$ cat src/rtl/xnor_popcount_accumulator.sv
// XNOR-popcount accumulator for the BCNN datapath: per-beat XNOR popcount of
// activation/weight words, summed over NUM_WORDS beats into one neuron result.
module xnor_popcount_accumulator #(
  parameter int WORD_WIDTH = 8,
  parameter int NUM_WORDS  = 4,
  parameter int SUM_WIDTH  = 6,
  localparam int IDX_WIDTH = (NUM_WORDS > 1) ? $clog2(NUM_WORDS) : 1
) (
  input  logic                  clk,
  input  logic                  reset,
  input  logic                  valid_in,
  input  logic [WORD_WIDTH-1:0] act_in,
  input  logic [WORD_WIDTH-1:0] weight_in,
  input  logic                  clear,
  output logic [SUM_WIDTH-1:0]  popcount,
  output logic                  valid_out,
  output logic [IDX_WIDTH-1:0]  beat_idx
);

  // The accumulator must hold a full vector of matches without wrapping.
  if (NUM_WORDS < 1 || (1 << SUM_WIDTH) <= WORD_WIDTH * NUM_WORDS) begin : g_bad_params
    $error("xnor_popcount_accumulator: need NUM_WORDS >= 1 and 2**SUM_WIDTH > WORD_WIDTH*NUM_WORDS");
  end

  logic [IDX_WIDTH-1:0]  beat_cnt;
  logic [SUM_WIDTH-1:0]  p1;
  logic                  v1;
  logic                  last1;
  logic [SUM_WIDTH-1:0]  acc;

  logic [WORD_WIDTH-1:0] match;
  logic [SUM_WIDTH-1:0]  beat_pc;
  logic [SUM_WIDTH-1:0]  acc_sum;
  logic                  accept;
  logic                  last_beat;

  // NOTE: every variable gets a default at the top of always_comb so no path
  // leaves it unassigned, which would otherwise infer a latch.
  always_comb begin
    match   = ~(act_in ^ weight_in);
    beat_pc = '0;
    for (int i = 0; i < WORD_WIDTH; i++) begin
      beat_pc = beat_pc + SUM_WIDTH'(match[i]);
    end
  end

  assign accept    = valid_in & ~clear;
  assign last_beat = (beat_cnt == IDX_WIDTH'(NUM_WORDS - 1));
  assign acc_sum   = acc + p1;
  assign beat_idx  = beat_cnt;

  // Stage 1: register the per-beat count and tag the closing beat of a vector.
  // NOTE: state is updated with non-blocking assignments so every register
  // samples pre-edge values and the two stages behave as a true pipeline.
  always_ff @(posedge clk or posedge reset) begin
    if (reset) begin
      beat_cnt <= '0;
      p1       <= '0;
      v1       <= 1'b0;
      last1    <= 1'b0;
    end else if (clear) begin
      beat_cnt <= '0;
      v1       <= 1'b0;
      last1    <= 1'b0;
    end else begin
      v1 <= accept;
      if (accept) begin
        p1       <= beat_pc;
        last1    <= last_beat;
        beat_cnt <= last_beat ? '0 : beat_cnt + 1'b1;
      end
    end
  end

  // Stage 2: accumulate; on the closing beat publish the sum and restart from
  // zero so the next vector can follow without a bubble.
  always_ff @(posedge clk or posedge reset) begin
    if (reset) begin
      acc       <= '0;
      popcount  <= '0;
      valid_out <= 1'b0;
    end else if (clear) begin
      acc       <= '0;
      valid_out <= 1'b0;
    end else if (v1) begin
      if (last1) begin
        popcount  <= acc_sum;
        valid_out <= 1'b1;
        acc       <= '0;
      end else begin
        acc       <= acc_sum;
        valid_out <= 1'b0;
      end
    end else begin
      valid_out <= 1'b0;
    end
  end

endmodule

$ cat config.mk
export PLATFORM = sky130hd
export DESIGN_NAME = xnor_popcount_accumulator
export DESIGN_NICKNAME = d
export VERILOG_FILES = /design/src/rtl/xnor_popcount_accumulator.sv
export SDC_FILE = /design/constraint.sdc
export NUM_CORES = 1
export LEC_CHECK = 0
export CAP_MARGIN = 20
export CORE_MARGIN = 2
export CORE_UTILIZATION = 35
export CTS_CLUSTER_DIAMETER = 120
export DETAILED_ROUTE_END_ITERATION = 7
export PLACE_DENSITY = 0.66
export SETUP_SLACK_MARGIN = 0.1
export SKIP_LAST_GASP = 1
export SLEW_MARGIN = 15
export SYNTH_ARGS = -nofsm -noshare
export SYNTH_HDL_FRONTEND = slang
export SYNTH_SLANG_ARGS = --single-unit
export TNS_END_PERCENT = 10
$ cat constraint.sdc
create_clock -name clk -period 5.1 [get_ports clk]
set_input_delay 1.02 -clock clk [delete_from_list [all_inputs] [get_ports clk]]
set_output_delay 1.02 -clock clk [all_outputs]
set_load 0.01 [all_outputs]
Word level (Yosys, flattened, before mapping)
Index checks and enable logic that the tools add are counted.
W data, S select, Z words.
Storage, ports and cells
  flip-flop bits (word level): 23
  word-level logic and storage cells: 37
Operators by class
  $add $sub $neg: 9
  bitwise operators: 4
  reductions and logical operators: 4
  mux-type cells: 12
  equality and inequality tests: 1
Operators by type and width (number)
  $mux W6: 3
  $add A6 B1 Y6: 2
  $not A8 Y8: 1
  $xor A8 B8 Y8: 1
  $add A5 B1 Y6: 1
  $add A6 B6 Y6: 1
  $mux W1: 6
  $mux W2: 3
  $add A4 B1 Y5: 1
  $add A3 B1 Y4: 1
  $reduce_bool A2 Y1: 2
  $add A2 B1 Y3: 1
  $reduce_and A3 Y1: 1
  $add A1 B1 Y2: 1
  $add A2 B1 Y2 const B: 1
  $eq A2 B2 Y1 const B: 1
  $reduce_and A2 Y1: 1
  $and A1 B1 Y1: 1
  $not A1 Y1: 1

Longest topological paths before layout
Gate-level depths: netlist (run 1).
  word-level depth: 9
  depth in mapped cells: 10
  depth with buffers taken out: 10

Least setup slack after synthesis (run 1)
OpenSTA, ideal clock, no wires.
  path kind: input to register
  from: in weight_in[0]
  to: reg p1[2]
  arrival: 3.616 ns
  data required time: 5.017 ns
  buffers on the path: 0
  path slack: 1.402 ns
  stages: 10
  cell sequence: xor2_1 > fa_1 > fa_1 > inv_1 > fa_1 > ha_1 > inv_1 > fa_1 > xor2_1 > o21ai_0
Between the ends
  cells in the longest elaborated chain, start to end: 9
Ends and longest elaborated chain
  start: declaration: RTL line 13  | input logic [WORD_WIDTH-1:0] weight_in,
  $xor A8 B8 Y8: RTL line 40  | match = ~(act_in ^ weight_in);
  $not A8 Y8: RTL line 40
  $add A1 B1 Y2: RTL line 43  | beat_pc = beat_pc + SUM_WIDTH'(match[i]);
  $add A2 B1 Y3: RTL line 43
  $add A3 B1 Y4: RTL line 43
  $add A4 B1 Y5: RTL line 43
  $add A5 B1 Y6: RTL line 43
  $add A6 B1 Y6 (2 in a row): RTL line 43
  end signal: assignment: RTL line 68  | p1 <= beat_pc;
  end: declaration: RTL line 26  | logic [SUM_WIDTH-1:0] p1;
No other way between the ends.
A chain may end at the register's enable or synchronous reset.

Final worst setup path (run 1)
  from: in act_in[1]
  to: reg p1[2]
Between the ends
  cells in the longest elaborated chain, start to end: 9
Ends and longest elaborated chain
  start: declaration: RTL line 12  | input logic [WORD_WIDTH-1:0] act_in,
  $xor A8 B8 Y8: RTL line 40
  $not A8 Y8: RTL line 40
  $add A1 B1 Y2: RTL line 43
  $add A2 B1 Y3: RTL line 43
  $add A3 B1 Y4: RTL line 43
  $add A4 B1 Y5: RTL line 43
  $add A5 B1 Y6: RTL line 43
  $add A6 B1 Y6 (2 in a row): RTL line 43
No other way between the ends.

==> results.toml, run 1 <==
[floorplanning]
starting_density_pct = 37.0
die_w_um = 63.6
ports_placed_on_the_boundary = 29
placement_rows = 21
core_area_mm2 = 0.00336
die_h_um = 63.6
dieArea_mm2 = 0.00405

[critical_path]
worst_r2r_startpoint = "p1[0]"
critical-path-top-cell-by-count = "fa_1"
critical-path-top-delay-family = "adder cells"
setup.reg_to_reg.worst_slack_ns = 3.24
worst_path_max_delay_cell = "fa_1"
crit_path_end_kind = "flip-flop"
crit_arrival_ns = 4.23
crit_fanout = 2
crit-reg2reg-capture = "acc[4]"
ordered_list_of_cells_on_the_worst_path = "clkdlybuf4s50_1 > xor2_1 > fa_1 > fa_1 > inv_1 > fa_1 > ha_1 > inv_1 > fa_1 > xor2_1 > o21ai_0"
number_of_buffer_and_inverter_instances_along_the_worst_setup_path = 3
count_of_cells_along_the_worst_register_to_register_path = 7
type_of_the_setup_path_with_the_least_slack = "primary input to flip-flop"
worst-endpoint-required_ns = 5.35
critical-path-max-stage-delay_ns = 0.56
cp-start-kind = "primary input"

[yosys]
postSynthRegisterBits = 21
synth_warnings = 0
yosysSeqAreaShare_pct = 42.3
synth.distinct_cells = 28
postSynthCellCount = 128
synth_area_mm2 = 0.00124
syn_nets = 161
synth_area_per_cell_um2 = 9.72

[grt]
grt_max_degree = 22
first_global_vias = 943
track_usage_pct = 12.3
gr-total-overflow = 0
grt_antenna_before_repair = 0
wire_length_of_the_first_global_routing_pass_um = 3870

[finish]
net_total_in_the_final_layout = 192
proportion_of_layout_cells_with_a_drive_suffix_above_1_pct = 3.80
area_grow_syn2layout_pct = 28.8
antenna_cells_inserted = 0

[run]
cap_violations = 0

[power_and_ir_drop]
maximum_vdd_drop_mv = 0.115
fin_total_pwr_w = 0.000457
powerDensity_mw_per_mm2 = 285
leakagePower_nw = 0.750

[worst_hold_path]
min_path_cells = 2
holdCritPathClass = "flip-flop to flip-flop"
hold-path-endpoint = "popcount[0]"
min_from = "popcount[0]"

[drt]
drt-total-wl_um = 2310
post_drt_wl_per_cell_um = 11.3
route.detailed.drc = 0
route.vias.total = 990
drt-vias-per-instance = 4.85
drt_pass1_iterations = 4
drt.antenna.violating_nets = 0
drt_first_iter_violations = 54

[clock_tree]
postCtsSetupRepairBufs = 0
worst_setup_hold_path_clk_slew_ns = 0.12
clock_sink_count = 21
htree_levels = 1
tritoncts = "yes"
postCtsHoldBufs = 0
cts_root_buffer = "clkbuf_4"
post_cts_resized = 0
clock_insertion_delay_worst_skew_ns = 0.31
cts_buffers = 3
clock_tree.buffer_depth = 2

[sta]
timing.fmax_mhz = 251
slew_violations = 0
timing.final.setup_violations = 0
period_needed_ns = 3.99
max_slew.worst_pin.slew_ns = 0.789
fin_setup_tns_ns = 0
skew_ns = 0.00877
timing.max_slew.rel_slack_pct = 47.3
final_hold_viol_count = 0
rsz_0062_raised_after_global_routing = "no"
post-route-period-util_pct = 78.1

[place]
port_buffers = 28
globalplace.congestion = 0.796
dp_hpwl_um = 1900

[status]
run_status = "complete, no violations"
-- sequential cells by signal, indices dropped and copies added (netlist names) --
signal,count
valid_out,1
last1,1
popcount,6
v1,1
p1,4
acc,6
beat_idx,2
-- per-stage QoR --
stage | cell area [µm²] | cells | worst slack (ns) | hold WS, ns | utilization [%]
floorplan | 1240 | 128 | 1.40 | 0.452 | -
global placement | 1570 | 200 | 0.902 | 0.458 | 46.8
detailed placement | 1570 | 200 | 0.752 | 0.462 | 46.8
CTS | 1600 | 204 | 1.09 | 0.491 | 47.6
global route | 1600 | 204 | 1.03 | 0.516 | 47.6
finish | 1600 | 204 | 1.11 | 0.488 | 47.6
-- power breakdown --
| group | internal [W] | switching [W] | total, W | leakage [nW] |
|---|---|---|---|---|
| Sequential | 0.000188 | 0.0000149 | 0.000202 | 0.285 |
| Clock | 0.0000293 | 0.0000526 | 0.0000820 | 0.0177 |
| Combinational | 0.0000823 | 0.0000902 | 0.000172 | 0.447 |
| Total | 0.000299 | 0.000158 | 0.000457 | 0.750 |
-- layout by cell type, fill, tap and decap left out, types with 5 or more instances in the layout --
master,instances
a21oi_1,5
clkdlybuf4s50_1,28
dfrtp_1,21
fa_1,5
ha_1,8
inv_1,14
nand2_1,18
nor2_1,9
o21ai_0,8
xor2_1,9
-- tightest hold or removal path, delay by kind of cell, from the launching register on --
kind             cells  cell delay, ns
DFF                  1            0.36
and+or+nand+nor      2            0.10
-- cells by family (layout without fill, tap and decap cells) --
| group | count (synthesis) | after routing | share of synthesized area (%) |
|---|---|---|---|
| buffers and inverters | 16 | 46 | 4.83 |
| multiplexers | 3 | 3 | 2.41 |
| adder cells (fa/ha/maj) | 13 | 13 | 16.1 |
| flip-flops | 21 | 21 | 42.3 |
| AND/OR/NAND/NOR | 41 | 41 | 15.3 |
| XOR/XNOR | 12 | 12 | 8.45 |
| AO/OA/AOI/OAI | 22 | 22 | 10.7 |
-- per-layer routing --
| metal | part of all wire [%] | global-route usage, % |
|---|---|---|
| met1 | 41 | 12.6 |
| met3 | 5.3 | 3.21 |
| met5 | 0 | 0 |
| met2 | 52 | 23.2 |
| met4 | 2.0 | 5.43 |
-- worst max path at each step --
stage / from / endpoint / slack, ns / cells after the start
after floorplan: weight_in[0] / p1[2] / 1.40 / 10
after global placement: act_in[1] / p1[2] / 0.90 / 11
after detailed placement: act_in[1] / p1[2] / 0.75 / 11
after CTS: act_in[1] / p1[2] / 1.09 / 11
after global routing: act_in[1] / p1[2] / 1.03 / 11
final: act_in[1] / p1[2] / 1.11 / 11
-- synthesized netlist by cell type --
| cell type | number | share of area, % |
|---|---|---|
| ha_1 | 8 | 8.0 |
| o21a_1 | 2 | 1.2 |
| a22oi_1 | 1 | 0.60 |
| nor2_1 | 9 | 2.7 |
| mux2i_1 | 3 | 2.4 |
| nor3_1 | 2 | 0.80 |
| or4b_1 | 1 | 0.80 |
| o21ai_0 | 8 | 3.2 |
| and3_2 | 1 | 0.60 |
| xnor2_1 | 3 | 2.1 |
| clkbuf_1 | 2 | 0.60 |
| nand3_1 | 2 | 0.80 |
| nor2b_1 | 1 | 0.50 |
| a21o_1 | 2 | 1.2 |
| or2_2 | 1 | 0.50 |
| nand2b_1 | 3 | 1.5 |
| a221o_1 | 1 | 0.80 |
| nor4_1 | 1 | 0.50 |
| a21oi_1 | 5 | 2.0 |
| nand2_1 | 18 | 5.4 |
| fa_1 | 5 | 8.0 |
| dfrtp_1 | 21 | 42 |
| o31ai_1 | 1 | 0.60 |
| inv_1 | 14 | 4.2 |
| nor3b_1 | 1 | 0.60 |
| xor2_1 | 9 | 6.3 |
| or3_1 | 1 | 0.50 |
| a31oi_1 | 2 | 1.0 |
-- cell type report --
type	instances	area, µm²
Inverter	14	52.6
Fill cell	376	1760
Clock inverter	1	5.00
Timing Repair Buffer	28	280
Clock buffer	3	22.5
Tap cell	46	57.6
Multi-Input combinational cell	91	658
Sequential cell	21	526
No activity file was read; power rests on OpenSTA's default activity.
==> inputs of run 2 (changes only) <==
--- a/config.mk
+++ b/config.mk
@@ -10,7 +10,7 @@
 export CORE_UTILIZATION = 35
 export CTS_CLUSTER_DIAMETER = 120
 export DETAILED_ROUTE_END_ITERATION = 7
-export PLACE_DENSITY = 0.66
+export PLACE_DENSITY = 0.69
 export SETUP_SLACK_MARGIN = 0.1
 export SKIP_LAST_GASP = 1
 export SLEW_MARGIN = 15
==> constraint.sdc (replaced) <==
create_clock -name clk -period 3.3 [get_ports clk]
set_input_delay 0.66 -clock clk [delete_from_list [all_inputs] [get_ports clk]]
set_output_delay 0.66 -clock clk [all_outputs]
set_load 0.01 [all_outputs]
==> run 2 against run 1 <==
  * Global-route usage grew 0.64 points
  * Register-to-register slack worse by 1.8 ns
  * Clock power up 52%
  * Wire length fell by 0.30%
  * Sequential share of layout area down 0.15 points
  * Die area did not move
  * Highest routed layer unchanged
==> results.toml, run 2 (same netlist as run 1, synthesis figures left out) <==
[status]
run_status = "complete, no violations"

[clock_tree]
worst_setup_hold_path_clk_slew_ns = 0.11
cts_buffers = 3
clock_tree.buffer_depth = 2
tritoncts = "yes"
cts_root_buffer = "clkbuf_4"
htree_levels = 1
clock_insertion_delay_worst_skew_ns = 0.31
clock_sink_count = 21

[critical_path]
crit_fanout = 2
type_of_the_setup_path_with_the_least_slack = "primary input to flip-flop"
cp-start-kind = "primary input"
worst-endpoint-required_ns = 3.50
crit_arrival_ns = 3.34
crit_path_end_kind = "flip-flop"

[floorplanning]
starting_density_pct = 37.0
ports_placed_on_the_boundary = 29
core_area_mm2 = 0.00336
placement_rows = 21
die_w_um = 63.6
dieArea_mm2 = 0.00405
die_h_um = 63.6

[drt]
drt_pass1_iterations = 4
drt-total-wl_um = 2310
drt_first_iter_violations = 49
drt-vias-per-instance = 4.72
route.vias.total = 968
post_drt_wl_per_cell_um = 11.3
route.detailed.drc = 0
drt.antenna.violating_nets = 0

[finish]
reg_top3 = "acc (6), popcount (6), p1 (4)"
antenna_cells_inserted = 0
final_cell_mix = "22 x clkdlybuf4s50_1, 21 x dfrtp_1, 18 x nand2_1"
final_cell_count_no_fill = 205
area_grow_syn2layout_pct = 29.4
area.sequential_um2 = 526
multiInputGateArea_um2 = 678
n_fill_cell = 357
proportion_of_layout_cells_with_a_drive_suffix_above_1_pct = 10.7
final_common_cell = "clkdlybuf4s50_1"
net_total_in_the_final_layout = 193

[power_and_ir_drop]
leakagePower_nw = 0.756
power.share.switching_pct = 34.4
seq_power_share_pct = 43.8
power.share.combinational_pct = 38.8
powerDensity_mw_per_mm2 = 446
fin_total_pwr_w = 0.000718
clockPowerShare_pct = 17.4
p_int_w = 0.000471
netSwitchingPower_w = 0.000247
maximum_vdd_drop_mv = 0.166

[grt]
wire_length_of_the_first_global_routing_pass_um = 4080
first_global_vias = 1009
grt_max_degree = 22
gr-total-overflow = 0
grt_antenna_before_repair = 0
track_usage_pct = 12.9

[sta]
final_hold_viol_count = 0
max_slew.worst_pin.slew_ns = 0.754
slew_violations = 0
timing.fmax_mhz = 319
timing.max_slew.rel_slack_pct = 49.7
post-route-period-util_pct = 94.9
skew_ns = 0.00275
fin_setup_tns_ns = 0
rsz_0062_raised_after_global_routing = "no"
timing.final.setup_violations = 0
period_needed_ns = 3.13

[place]
place.detailed.instances = 200
globalplace.congestion = 0.821
port_buffers = 28
dp_hpwl_um = 1910

[run]
cap_violations = 0

[worst_hold_path]
holdCritPathClass = "flip-flop to flip-flop"
[run 2: changes by cell type in the layout (fill, tap and decap cells not counted), sizes merged]
| cell | change |
|---|---|
| buf | +2 |
| clkbuf | +3 |
| clkdlybuf4s15 | +2 |
| clkdlybuf4s50 | -6 |
[run 2: per-layer routing]
metal / GRT usage, % / routed length [µm] / vias up / part of all wire [%]
met5: 0 / 0 / - / 0
met4: 7.07 / 53 / 0 / 2.3
met1: 12.8 / 937 / 451 / 41
met3: 2.68 / 126 / 4 / 5.5
li1: - / - / 481 / -
met2: 24.7 / 1190 / 32 / 52
[run 2: final timing paths]
check,startpoint,to,slack (ns),depth (start not counted)
setup / recovery,act_in[0],p1[1],0.17,10
hold reg to reg,popcount[2],popcount[2],0.49,2
min in group asynchronous,reset,popcount[2],0.77,2
max in group asynchronous,reset,v1,2.06,2
hold / removal,popcount[2],popcount[2],0.49,2
setup reg to reg,p1[0],acc[4],1.42,7
[run 2: area by class of cell]
| class | instances | share of cell area (%) |
|---|---|---|
| clock buffer | 3 | 1.40 |
| clock inverter | 1 | 0.311 |
| inverter | 14 | 3.27 |
| multi-input combinational | 91 | 42.1 |
| sequential | 21 | 32.7 |
| tap | 46 | 3.58 |
| timing repair buffer | 29 | 16.6 |
[run 2: critical path, cell delays in order]
cell             delay [ns]
clkdlybuf4s15_1        0.18
xor2_1                 0.19
fa_1                   0.45
fa_1                   0.52
inv_2                  0.04
fa_1                   0.50
ha_2                   0.19
inv_2                  0.04
fa_2                   0.52
o21ai_1                0.05
[run 2: power groups by stage]
stage,Sequential [W],Combinational (W),Clock [W]
after floorplan,0.000315,0.000187,0
after global placement,0.000317,0.000256,0
after detailed placement,0.000320,0.000270,0
after CTS,0.000315,0.000274,0.000132
after global routing,0.000319,0.000323,0.000145
final,0.000315,0.000279,0.000125
[run 2: repair_timing]
item,4_1_cts,5_1_grt
endpoints found under the setup margin,2,2
pin swaps,8,3
buffers inserted,0,1
gates resized for setup,15,5
hold buffers,0,0
[run 2: through the flow]
stage          setup WS, ns  util [%]  hold WS, ns  area, µm²
6_report              0.168      47.8        0.488       1610
5_1_grt              0.0773      47.8        0.527       1610
4_1_cts               0.106      47.8        0.498       1610
3_5_place_dp         -0.468      47.2        0.470       1590
3_3_place_gp         -0.399      47.2        0.459       1590
2_1_floorplan         0.109         -        0.452       1260
